$ cat src/rtl/spindle_contactor_seq_if.sv
// Signal bundle between the run-control side and the spindle contactor sequencer.
// master = controller/plant side, slave = sequencer.
interface spindle_contactor_seq_if;
    logic       ena;
    logic       run_req;
    logic       aux_fb;
    logic       estop_n;
    logic       fault_clr;
    logic       coil_on;
    logic       running;
    logic       ready;
    logic       fault;
    logic [1:0] fault_code;
    logic [2:0] state_dbg;

    modport master (
        output ena, run_req, aux_fb, estop_n, fault_clr,
        input  coil_on, running, ready, fault, fault_code, state_dbg
    );

    modport slave (
        input  ena, run_req, aux_fb, estop_n, fault_clr,
        output coil_on, running, ready, fault, fault_code, state_dbg
    );
endinterface

$ cat src/rtl/spindle_contactor_seq.sv
// Spindle contactor sequencer: engage/release handshakes on the aux contact, coast-down
// lockout and restart interlock. Define WELD_DETECT_EN to add IDLE welded-contact detection.
module spindle_contactor_seq #(
    parameter int FB_TIMEOUT  = 5_000_000,
    parameter int RUNDOWN     = 150_000_000,
    parameter int SYNC_STAGES = 2
) (
    input  logic                   clk,
    input  logic                   reset,
    spindle_contactor_seq_if.slave bus
);

    localparam int CNT_MAX = (FB_TIMEOUT > RUNDOWN) ? FB_TIMEOUT : RUNDOWN;
    localparam int CW      = $clog2(CNT_MAX) + 1;
    localparam logic [CW-1:0] FB_LAST  = CW'(FB_TIMEOUT - 1);
    localparam logic [CW-1:0] RUN_LAST = CW'(RUNDOWN - 1);

    typedef enum logic [2:0] {
        S_IDLE    = 3'd0,
        S_ENGAGE  = 3'd1,
        S_RUN     = 3'd2,
        S_RELEASE = 3'd3,
        S_COAST   = 3'd4,
        S_FAULT   = 3'd5
    } state_t;

    logic [SYNC_STAGES-1:0] fb_sync, est_sync, clr_sync;
    logic                   fb_s, est_s, clr_s;

    state_t        state, state_nxt;
    logic [CW-1:0] cnt, cnt_nxt;
    logic [1:0]    code_q, code_nxt;
    logic          armed, armed_nxt;
    logic          coil_q, running_q, ready_q, fault_q;

    // The estop chain resets to 0 so the FSM treats the machine as stopped until
    // the real estop_n level has propagated through the synchroniser.
    always_ff @(posedge clk or posedge reset) begin
        if (reset) begin
            fb_sync  <= '0;
            est_sync <= '0;
            clr_sync <= '0;
        end else if (bus.ena) begin
            fb_sync  <= {fb_sync[SYNC_STAGES-2:0],  bus.aux_fb};
            est_sync <= {est_sync[SYNC_STAGES-2:0], bus.estop_n};
            clr_sync <= {clr_sync[SYNC_STAGES-2:0], bus.fault_clr};
        end
    end

    assign fb_s  = fb_sync[SYNC_STAGES-1];
    assign est_s = est_sync[SYNC_STAGES-1];
    assign clr_s = clr_sync[SYNC_STAGES-1];

`ifdef WELD_DETECT_EN
    logic [CW-1:0] weld_cnt;

    always_ff @(posedge clk or posedge reset) begin
        if (reset) begin
            weld_cnt <= '0;
        end else if (bus.ena) begin
            if (state == S_IDLE && fb_s) begin
                if (weld_cnt != '1) weld_cnt <= weld_cnt + 1'b1;
            end else begin
                weld_cnt <= '0;
            end
        end
    end
`endif

    // NOTE: every variable gets a default before the case so no latch is inferred.
    always_comb begin
        state_nxt = state;
        code_nxt  = code_q;
        unique case (state)
            S_IDLE: begin
`ifdef WELD_DETECT_EN
                if (fb_s && weld_cnt == FB_LAST) begin
                    state_nxt = S_FAULT;
                    code_nxt  = 2'd3;
                end else if (bus.run_req && armed && est_s && !fb_s) begin
                    state_nxt = S_ENGAGE;
                end
`else
                if (bus.run_req && armed && est_s) state_nxt = S_ENGAGE;
`endif
            end
            S_ENGAGE: begin
                if (!est_s || !bus.run_req) state_nxt = S_RELEASE;
                else if (fb_s)              state_nxt = S_RUN;
                else if (cnt == FB_LAST) begin
                    state_nxt = S_FAULT;
                    code_nxt  = 2'd1;
                end
            end
            S_RUN: begin
                if (!est_s || !bus.run_req) state_nxt = S_RELEASE;
                else if (!fb_s) begin
                    state_nxt = S_FAULT;
                    code_nxt  = 2'd2;
                end
            end
            S_RELEASE: begin
                if (!fb_s) state_nxt = S_COAST;
                else if (cnt == FB_LAST) begin
                    state_nxt = S_FAULT;
                    code_nxt  = 2'd3;
                end
            end
            S_COAST: begin
                if (cnt == RUN_LAST) state_nxt = S_IDLE;
            end
            S_FAULT: begin
                if (clr_s && !bus.run_req && !fb_s) begin
                    state_nxt = S_COAST;
                    code_nxt  = 2'd0;
                end
            end
            default: state_nxt = S_IDLE;
        endcase

        armed_nxt = (state == S_IDLE) && (state_nxt == S_IDLE) && (armed || !bus.run_req);

        if (state_nxt != state)
            cnt_nxt = '0;
        else if ((state == S_ENGAGE || state == S_RELEASE || state == S_COAST) && cnt != '1)
            cnt_nxt = cnt + 1'b1;
        else
            cnt_nxt = cnt;
    end

    // NOTE: sequential state uses non-blocking assignments so all flops update together.
    always_ff @(posedge clk or posedge reset) begin
        if (reset) begin
            state     <= S_IDLE;
            cnt       <= '0;
            code_q    <= 2'd0;
            armed     <= 1'b0;
            coil_q    <= 1'b0;
            running_q <= 1'b0;
            ready_q   <= 1'b0;
            fault_q   <= 1'b0;
        end else if (bus.ena) begin
            state     <= state_nxt;
            cnt       <= cnt_nxt;
            code_q    <= code_nxt;
            armed     <= armed_nxt;
            coil_q    <= (state_nxt == S_ENGAGE) || (state_nxt == S_RUN);
            running_q <= (state_nxt == S_RUN);
            ready_q   <= armed_nxt;
            fault_q   <= (state_nxt == S_FAULT);
        end
    end

    // Raw estop_n gates the coil so a stop never waits on the synchroniser.
    assign bus.coil_on    = coil_q & bus.estop_n;
    assign bus.running    = running_q;
    assign bus.ready      = ready_q;
    assign bus.fault      = fault_q;
    assign bus.fault_code = code_q;
    assign bus.state_dbg  = state;

endmodule

$ cat src/flat_wrapper.sv
// flat-port wrapper written by rule: the top's interface ports become plain ports
module spindle_contactor_seq_flat 
#(
    parameter int FB_TIMEOUT  = 5_000_000,
    parameter int RUNDOWN     = 150_000_000,
    parameter int SYNC_STAGES = 2
)
  (clk, reset, bus_ena, bus_run_req, bus_aux_fb, bus_estop_n, bus_fault_clr, bus_coil_on, bus_running, bus_ready, bus_fault, bus_fault_code, bus_state_dbg);
  spindle_contactor_seq_if bus_i ();
  input  logic clk;
  input  logic reset;
  input wire logic [$bits(bus_i.ena)-1:0] bus_ena;
  input wire logic [$bits(bus_i.run_req)-1:0] bus_run_req;
  input wire logic [$bits(bus_i.aux_fb)-1:0] bus_aux_fb;
  input wire logic [$bits(bus_i.estop_n)-1:0] bus_estop_n;
  input wire logic [$bits(bus_i.fault_clr)-1:0] bus_fault_clr;
  output wire logic [$bits(bus_i.coil_on)-1:0] bus_coil_on;
  output wire logic [$bits(bus_i.running)-1:0] bus_running;
  output wire logic [$bits(bus_i.ready)-1:0] bus_ready;
  output wire logic [$bits(bus_i.fault)-1:0] bus_fault;
  output wire logic [$bits(bus_i.fault_code)-1:0] bus_fault_code;
  output wire logic [$bits(bus_i.state_dbg)-1:0] bus_state_dbg;
  assign bus_i.ena = bus_ena;
  assign bus_i.run_req = bus_run_req;
  assign bus_i.aux_fb = bus_aux_fb;
  assign bus_i.estop_n = bus_estop_n;
  assign bus_i.fault_clr = bus_fault_clr;
  assign bus_coil_on = bus_i.coil_on;
  assign bus_running = bus_i.running;
  assign bus_ready = bus_i.ready;
  assign bus_fault = bus_i.fault;
  assign bus_fault_code = bus_i.fault_code;
  assign bus_state_dbg = bus_i.state_dbg;
  spindle_contactor_seq #(.FB_TIMEOUT(FB_TIMEOUT), .RUNDOWN(RUNDOWN), .SYNC_STAGES(SYNC_STAGES)) u_core (.clk(clk), .reset(reset), .bus(bus_i));
endmodule
$ cat config.mk
export PLATFORM = sky130hd
export DESIGN_NAME = spindle_contactor_seq_flat
export DESIGN_NICKNAME = d
export VERILOG_FILES = /design/src/rtl/spindle_contactor_seq_if.sv /design/src/rtl/spindle_contactor_seq.sv /design/src/flat_wrapper.sv
export SDC_FILE = /design/constraint.sdc
export NUM_CORES = 1
export LEC_CHECK = 0
export BUFFER_PORTS_ARGS = -buffer_cell sky130_fd_sc_hd__buf_2
export CORE_MARGIN = 10
export CORE_UTILIZATION = 30
export CTS_BUF_LIST = sky130_fd_sc_hd__clkbuf_8
export CTS_CLUSTER_SIZE = 12
export DETAILED_ROUTE_END_ITERATION = 8
export GPL_ROUTABILITY_DRIVEN = 0
export PLACE_DENSITY_LB_ADDON = 0.15
export SLEW_MARGIN = 10
export SYNTH_ARGS = -nofsm -noshare
export SYNTH_HDL_FRONTEND = slang
export SYNTH_SLANG_ARGS = --single-unit
$ cat constraint.sdc
create_clock -name clk -period 3.9 [get_ports clk]
set_input_delay 0.78 -clock clk [delete_from_list [all_inputs] [get_ports clk]]
set_output_delay 0.78 -clock clk [all_outputs]
set_load 0.005 [all_outputs]
# ---- Yosys cells after proc, flatten, opt, wreduce, memory -nomap -nowiden
# Cells that the tools add are included.
dict set report word_totals {
  reg_bits 44
  output_inout_bits 9
  in_bits 7
  word_cells 74
}
dict set report op_classes {
  mux 21
  reduce_logical 21
  eq_ne 20
  n_addsub 1
  n_bitwise 1
}
# operator count
set op_table {}
lappend op_table {{29-bit two-way mux} 2}
lappend op_table {{29-bit by 1-bit adder with 29-bit output (second input constant)} 1}
lappend op_table {{29-bit by 23-bit == test with 1-bit output (second input constant)} 1}
lappend op_table {{29-bit by 28-bit == test with 1-bit output (second input constant)} 1}
lappend op_table {{29-bit inequality test (second input constant)} 1}
lappend op_table {{3-bit two-way mux} 9}
lappend op_table {{3-bit case mux with 6 select lines} 1}
lappend op_table {{2-bit two-way mux} 8}
lappend op_table {{10-bit AND reduction} 1}
lappend op_table {{3-bit by 2-bit == test with 1-bit output (second input constant)} 3}
lappend op_table {{3-bit == test (second input constant)} 3}
lappend op_table {{2-bit by 1-bit inequality test with 1-bit output (second input constant)} 4}
lappend op_table {{2-bit inequality test (second input constant)} 4}
lappend op_table {{2-bit case mux with 4 select lines} 1}
lappend op_table {{1-bit logical AND} 7}
lappend op_table {{3-bit by 1-bit == test with 1-bit output (second input constant)} 2}
lappend op_table {{3-bit zero test} 2}
lappend op_table {{1-bit logical OR} 5}
lappend op_table {{4-bit nonzero test} 1}
lappend op_table {{1-bit zero test} 3}
lappend op_table {{3-bit inequality test} 1}
lappend op_table {{2-bit AND reduction} 1}
lappend op_table {{2-bit nonzero test} 1}
lappend op_table {{1-bit AND} 1}

# ---- Longest topological paths before layout
# Gate-level depths: netlist (run 1).
dict set report logic_depth {
  depth_word 8
  ltp_mapped 8
  depth_no_buf 7
}

# ---- Worst setup path after synthesis (run 1)
# No wires, ideal clock.
dict set report synth_path {
  path_kind {register to register}
  from {register u_core.cnt[0]}
  to {register u_core.cnt[12]}
  arrival_time_ns 2.158
  setup_slack_ns 1.612
  stages_incl_launch_ff 9
  period_less_slack_ns 2.288
  path_cell_list {dfrtp_1 ha_1 nor4b_1 nand4_1 o41ai_4 o31ai_4 buf_6 a41oi_1 o31ai_1}
}
dict set report synth_via {
  elab_chain_cells 8
}
# element line_no
set synth_lines {}
lappend synth_lines {{start: declaration} spindle_contactor_seq.sv:31} ;# logic [CW-1:0] cnt, cnt_nxt;
lappend synth_lines {{start signal: assignment} spindle_contactor_seq.sv:144} ;# cnt <= cnt_nxt;
lappend synth_lines {{29-bit by 23-bit == test with 1-bit output} {spindle_contactor_seq.sv:90, spindle_contactor_seq.sv:104}}
lappend synth_lines {{3-bit two-way mux} {spindle_contactor_seq.sv:90, spindle_contactor_seq.sv:104}}
lappend synth_lines {{3-bit two-way mux} spindle_contactor_seq.sv:89} ;# else if (fb_s) state_nxt = S_RUN;
lappend synth_lines {{3-bit two-way mux} spindle_contactor_seq.sv:88} ;# if (!est_s || !bus.run_req) state_nxt = S_RELEASE;
lappend synth_lines {{3-bit case mux with 6 select lines} spindle_contactor_seq.sv:74} ;# unique case (state)
lappend synth_lines {{3-bit inequality test} spindle_contactor_seq.sv:123} ;# if (state_nxt != state)
lappend synth_lines {{2-bit nonzero test (no source line)} --}
lappend synth_lines {{2-bit AND reduction (no source line)} --}
# Several ways; a longest one is shown, not always the timed one. The select of a mux whose other input is x is not followed.
# A chain may end at the register's enable or synchronous reset.

# ---- Worst setup path in the final report (run 1)
dict set report layout_path {
  from {register u_core.state[2], in the netlist u_core.bus.state_dbg[2]}
  to {register u_core.cnt[27]}
}
dict set report layout_via {
  elab_chain_cells 7
}
# element line_no
set layout_lines {}
lappend layout_lines {{start: declaration} spindle_contactor_seq.sv:30} ;# state_t state, state_nxt;
lappend layout_lines {{start signal: assignment} spindle_contactor_seq.sv:143} ;# state <= state_nxt;
lappend layout_lines {{3-bit two-way mux} {spindle_contactor_seq.sv:90, spindle_contactor_seq.sv:104}}
lappend layout_lines {{3-bit two-way mux} spindle_contactor_seq.sv:89}
lappend layout_lines {{3-bit two-way mux} spindle_contactor_seq.sv:88}
lappend layout_lines {{3-bit case mux with 6 select lines} spindle_contactor_seq.sv:74}
lappend layout_lines {{3-bit inequality test} spindle_contactor_seq.sv:123}
lappend layout_lines {{2-bit nonzero test (no source line)} --}
lappend layout_lines {{2-bit AND reduction (no source line)} --}
# Several ways; a longest one is shown, not always the timed one.

==> metrics.csv, run 1 <==
stage,metric,value,unit
logic_synthesis,netlist_top_cells_area,"dfrtp_1 39%, nand4_1 4.6%, nand3_1 3.9%",
timing,maxSlewViolCount,0,
timing,clock.fmax,0.354,GHz
timing,fin_crit_sh,72.5,%
critical_path,worstPathCellList,nor3b_2 -> o211ai_1 -> a2111oi_1 -> a31oi_1 -> a31oi_1 -> o22ai_1,
die,io_pins,16,
logic_synthesis,synthesis.area,2860,sq um
timing,period_needed,2.83,ns
critical_path,crit_required,4.07,ns
place,placedCellCount,443,
clock_tree,clkSinkCount,44,
drt,antenna_left,0,
worst_hold_path,hold_start,u_core.fb_sync[0],
die,initial_utilization,30.9,%
place,place_area,3030,sq um
die,rows,35,
critical_path,cp_data_arrival_time,2.99,ns
critical_path,ff2ff_setup_slack,1.07,ns
clock_tree,cts-resized-gates,0,
grt,grt_pass1_vias,2498,
clock_tree,cts_tree,built,
drt,vias_per_cell,5.48,
grt,track_usage,11.3,%
logic_synthesis,synthCells,312,
die,core_area,9240,sq um
clock_tree,h-tree-depth,2,
worst_hold_path,hold_path.class,reg2reg,
job,maxCapViolCount,0,
drt,routed_wl,7.78,mm
critical_path,r2r_end,u_core.cnt[27],
grt,grt_pass1_wl,13.3,mm
cells_and_area,regArea,1100,sq um
timing,skew,0.0116,ns
logic_synthesis,synth_cell_type_count,67,
logic_synthesis,synth_top_flop_cell,dfrtp_1,
pwr,irDropWorstVdd,0.000175,V
drt,drc,0,
cells_and_area,n_fill_cell,994,
clock_tree,cts.hold.buffers_added,0,
timing,rsz0062_at_grt,no,
critical_path,r2r_cells,6,
pwr,power_density,530,nW/um^2
critical_path,worst-path-max-fanout,15,
die,fp.dieH,118,um
timing,tightestPinTransition,1.05,ns
critical_path,worstSetupStartpointType,flop,
clock_tree,cts_buffers,5,
logic_synthesis,async_flop_share,100,%
die,die_w,118,um
logic_synthesis,synth_edf_count,0,
logic_synthesis,yosysWarnings,0,
critical_path,crit_path_frequent_cell,a31oi_1,
clock_tree,cts_max_path_buffers,2,
pwr,finalPower,1.67,mW
cells_and_area,syn_to_final_growth,10.2,%
logic_synthesis,syn-num-nets,320,
timing,setup_tns,0,ns
drt,drtIter0Drc,142,
logic_synthesis,avgSynthCellArea,9.16,sq um
cells_and_area,finalNetCount,329,
clock_tree,root_buffer,clkbuf_8,
cells_and_area,final_cells,451,
logic_synthesis,synth_top_area_share,38.5,%
timing,maxSlewHeadroom,29.9,%
clock_tree,clkTransAtPathRegs,0.09,ns
die,die_area,13800,sq um
critical_path,r2r-start,u_core.bus.state_dbg[2],
drt,drt-wirelength-per-cell,17.2,um
grt,overflow,0,
clock_tree,cts_setup_buffers,0,
logic_synthesis,synth_most_common_cell,dfrtp_1,
worst_hold_path,hold_depth,1,
grt,grt_start_max_net_pins,45,
outcome,status,completed,
place,hpwl,5.39,mm
timing,hold_violations,0,
grt,grt_antenna_before_repair,0,
cells_and_area,final_cell_area,3150,sq um
logic_synthesis,synth_common_cells,"44 x dfrtp_1, 24 x nand2_1, 22 x inv_1, 22 x nand3_1, 21 x nand4_1",
critical_path,crit_type,reg2reg,
cells_and_area,diodes,0,
timing,finalSetupViolCount,0,
cells_and_area,drive_above_1_share,16.1,%
pwr,total_leakage_power,1.23,nW
logic_synthesis,synth-seq-cells,44,
logic_synthesis,yosysSeqAreaShare,38.5,%
timing,fin_hold_ws,0.510,ns
drt,via_count,2471,
worst_hold_path,whs_endpoint,u_core.fb_sync[0],
cells_and_area,multi_input_area,1570,sq um
critical_path,max_stage_delay,0.98,ns
critical_path,endpoint_kind,flop,
clock_tree,clk_latency,0.30,ns
logic_synthesis,synth_top_area_cell,dfrtp_1,
critical_path,slowest_stage,a2111oi_1,
place,portBuffers,15,
drt,drt_pass1_iterations,4,
-- worst max-delay path by stage --
stage                            start              to  slack, ns  cells past startpoint
2_1_floorplan            u_core.cnt[0]  u_core.cnt[12]       1.61                      8
3_3_place_gp               bus_run_req   u_core.cnt[5]       1.03                      7
4_1_cts        u_core.bus.state_dbg[2]  u_core.cnt[27]       1.08                      6
6_report       u_core.bus.state_dbg[2]  u_core.cnt[27]       1.07                      6
5_1_grt        u_core.bus.state_dbg[2]  u_core.cnt[27]       0.83                      6
3_5_place_dp               bus_run_req   u_core.cnt[7]       0.97                      7
-- state kept, by name (all words and copies together) (netlist names), 2 cells and up --
| name | cells |
|---|---|
| u_core.bus.state_dbg | 3 |
| u_core.est_sync | 2 |
| u_core.bus.fault_code | 2 |
| u_core.clr_sync | 2 |
| u_core.fb_sync | 2 |
| u_core.cnt | 29 |
-- worst max-delay path, delay by kind of cell, from the launching register on --
family / cells / cell delay, ns
simple gates: 1 / 0.38
compound gates: 5 / 1.65
flops: 1 / 0.66
-- cell usage in the layout (no fill, tap or decap), types with 3 or more instances in the layout --
cell       instances
and4_1             4
o22ai_1           10
nand3_1           22
buf_4              4
clkbuf_8           6
nor4_1             3
o211ai_1           3
and3_1             6
o21ai_0            6
nor2_1            13
buf_2             15
nor3b_1            3
inv_1             21
o2bb2ai_1          3
a21oi_1            5
o2111ai_1          3
dfrtp_1           44
nand2_1           24
o221ai_1           5
o31ai_1            6
or3_1              5
a41oi_1            3
nor3_1             5
o311ai_0           5
mux2i_1            3
nand4_1           21
nor2b_1            4
and2_1             6
nand2b_1           4
a31oi_1           10
mux2_2             8
-- routing by layer --
metal,global-route usage [%],vias up,wire [um]
li1,-,1222,-
met1,15.4,1206,3870
met2,17.7,37,3560
met3,2.16,6,271
met4,2.70,0,85
met5,0,-,0
-- metrics by stage --
stage | utilization (%) | setup WS, ns
floorplan | - | 1.61
detailed placement | 32.8 | 0.968
CTS | 34.1 | 1.08
global placement | 32.8 | 1.03
global route | 34.1 | 0.833
finish | 34.1 | 1.07
-- area by class of cell --
class,instances,area share [%]
Sequential cell,44,35.0
Clock inverter,2,1.23
Tap cell,129,5.13
Timing Repair Buffer,19,3.34
Multi-Input combinational cell,227,49.9
Inverter,24,2.86
Clock buffer,6,2.62
-- report_power, final --
part           switching [mW]  internal [mW]
logic                   0.392          0.225
clock network           0.171          0.210
registers               0.128          0.542
total                   0.691          0.977
-- cell families after synthesis --
group	after synthesis	synth area share, %
AND/OR/NAND/NOR	138	28.1
buffers and inverters	41	6.48
AO/OA/AOI/OAI	76	21.7
XOR/XNOR	1	0.570
multiplexers	11	4.21
adder cells (fa/ha/maj)	1	0.438
flip-flops	44	38.5
(Power assumes the default switching activity.)
==> inputs of run 2 (changes only) <==
==> constraint.sdc (replaced) <==
create_clock -name clk -period 2.5 [get_ports clk]
set_input_delay 0.5 -clock clk [delete_from_list [all_inputs] [get_ports clk]]
set_output_delay 0.5 -clock clk [all_outputs]
set_load 0.005 [all_outputs]
==> metrics.csv, run 2 (synthesis results as in run 1) <==
stage,metric,value,unit
pwr,total_leakage_power,1.37,nW
place,pre_cts_slack,-0.0384,ns
critical_path,cp_data_arrival_time,2.56,ns
clock_tree,cts_max_path_buffers,2,
timing,maxSlewHeadroom,59.7,%
critical_path,r2r_end,u_core.cnt[21],
die,rows,35,
cells_and_area,finalNetCount,360,
clock_tree,clkSinkCount,44,
timing,rsz0062_at_grt,no,
die,die_area,13800,sq um
drt,vias_per_cell,5.50,
critical_path,crit_start,u_core.cnt[24],
critical_path,worstSetupStartpointType,flop,
clock_tree,clkTransAtPathRegs,0.09,ns
timing,skew,0.00812,ns
timing,fin_crit_sh,95.4,%
timing,finalSetupViolCount,0,
timing,setup_tns,0,ns
critical_path,r2r_cells,8,
timing,maxSlewViolCount,0,
cells_and_area,largest_reg_flops,29,
cells_and_area,top_register,u_core.cnt,
critical_path,crit_required,2.68,ns
clock_tree,root_buffer,clkbuf_8,
critical_path,endpoint_kind,flop,
cells_and_area,drive_above_1_share,24.5,%
drt,drt-wirelength-per-cell,17.2,um
critical_path,slowest_stage,o41ai_4,
die,io_pins,16,
drt,drc,0,
timing,clock.fmax,0.419,GHz
die,fp.dieH,118,um
job,maxCapViolCount,0,
cells_and_area,final_cell_mix,"43 x dfrtp_1, 35 x buf_4, 24 x nand2_1",
clock_tree,cts_tree,built,
timing,worst_slack,0.115,ns
critical_path,ff2ff_setup_slack,0.12,ns
clock_tree,cts.hold.buffers_added,0,
critical_path,worst-path-max-fanout,6,
critical_path,crit_type,reg2reg,
timing,tightestPinTransition,0.604,ns
grt,grt_start_max_net_pins,45,
grt,grt_pass1_vias,2670,
die,die_w,118,um
clock_tree,h-tree-depth,2,
drt,drtIter0Drc,117,
grt,grt_pass1_wl,14.0,mm
clock_tree,cts_buffers,5,
critical_path,max_stage_delay,0.45,ns
cells_and_area,mostFrequentLayoutCell,dfrtp_1,
critical_path,crit_path_frequent_cell,buf_4,
drt,drt_pass1_iterations,4,
die,initial_utilization,30.9,%
grt,overflow,0,
die,core_area,9240,sq um
outcome,status,completed,
grt,track_usage,11.8,%
critical_path,crit_path_end,u_core.cnt[21],
critical_path,r2r-start,u_core.cnt[24],
pwr,irDropWorstVdd,0.000244,V
place,portBuffers,15,
drt,routed_wl,8.26,mm
cells_and_area,diodes,0,
worst_hold_path,hold_path.class,in2async,
timing,period_needed,2.38,ns
clock_tree,clk_latency,0.30,ns
cells_and_area,syn_to_final_growth,18.7,%
pwr,finalPower,2.75,mW
cells_and_area,n_fill_cell,963,
grt,grt_antenna_before_repair,0,
place,hpwl,5.91,mm
timing,hold_violations,0,
drt,via_count,2640,
drt,antenna_left,0,
critical_path,worstPathCellList,nor4_2 -> nand4_1 -> o41ai_4 -> o31ai_4 -> buf_4 -> buf_4 -> a32oi_1 -> o31ai_1,
pwr,power_density,812,nW/um^2
[run 2: worst min path at each step]
stage,cells past startpoint,slack [ns],end
3_3_place_gp,1,0.48,u_core.bus.fault
5_1_grt,3,0.38,u_core.bus.fault_code[0]
2_1_floorplan,1,0.47,u_core.clr_sync[1]
6_report,3,0.34,u_core.fb_sync[0]
3_5_place_dp,1,0.48,u_core.bus.fault
4_1_cts,3,0.37,u_core.cnt[0]
[run 2: per-stage QoR]
stage,util (%),hold slack [ns],instances,area (sq um)
3_3_place_gp,34.9,0.476,469,3220
5_1_grt,36.7,0.382,480,3390
6_report,36.7,0.340,480,3390
2_1_floorplan,-,0.472,312,2860
4_1_cts,36.3,0.369,478,3350
3_5_place_dp,34.9,0.478,469,3220
[run 2: area by class of cell]
class                           count  area, sq um  share of cell area [%]
Sequential cell                    44         1100                    32.5
Timing Repair Buffer               50          338                    9.96
Tap cell                          129          161                    4.76
Inverter                           24         90.1                    2.66
Clock inverter                      1         30.0                   0.886
Multi-Input combinational cell    227         1600                    47.2
Clock buffer                        5         68.8                    2.03
[run 2: report_power, final]
part	switching (mW)	internal (mW)
Clock	0.252	0.287
Combinational	0.711	0.504
Sequential	0.152	0.847
[run 2: per-layer routing]
metal | GRT usage, % | share of wire, %
met1 | 15.5 | 49
met2 | 19.5 | 47
met3 | 1.97 | 3.0
met4 | 3.40 | 1.1
met5 | 0 | 0
[run 2: timing repair]
action,in CTS,in global routing
setup buffers,3,2
pin swaps,2,2
setup endpoints to repair,7,29
gates resized for setup,1,5
[run 2: critical path, delay by kind of cell, from the launching register on]
| kind | cells | cell delay (ns) |
|---|---|---|
| AOI/OAI and AO/OA | 4 | 0.89 |
| and+or+nand+nor | 2 | 0.63 |
| DFF | 1 | 0.40 |
| buffers and inverters | 2 | 0.35 |
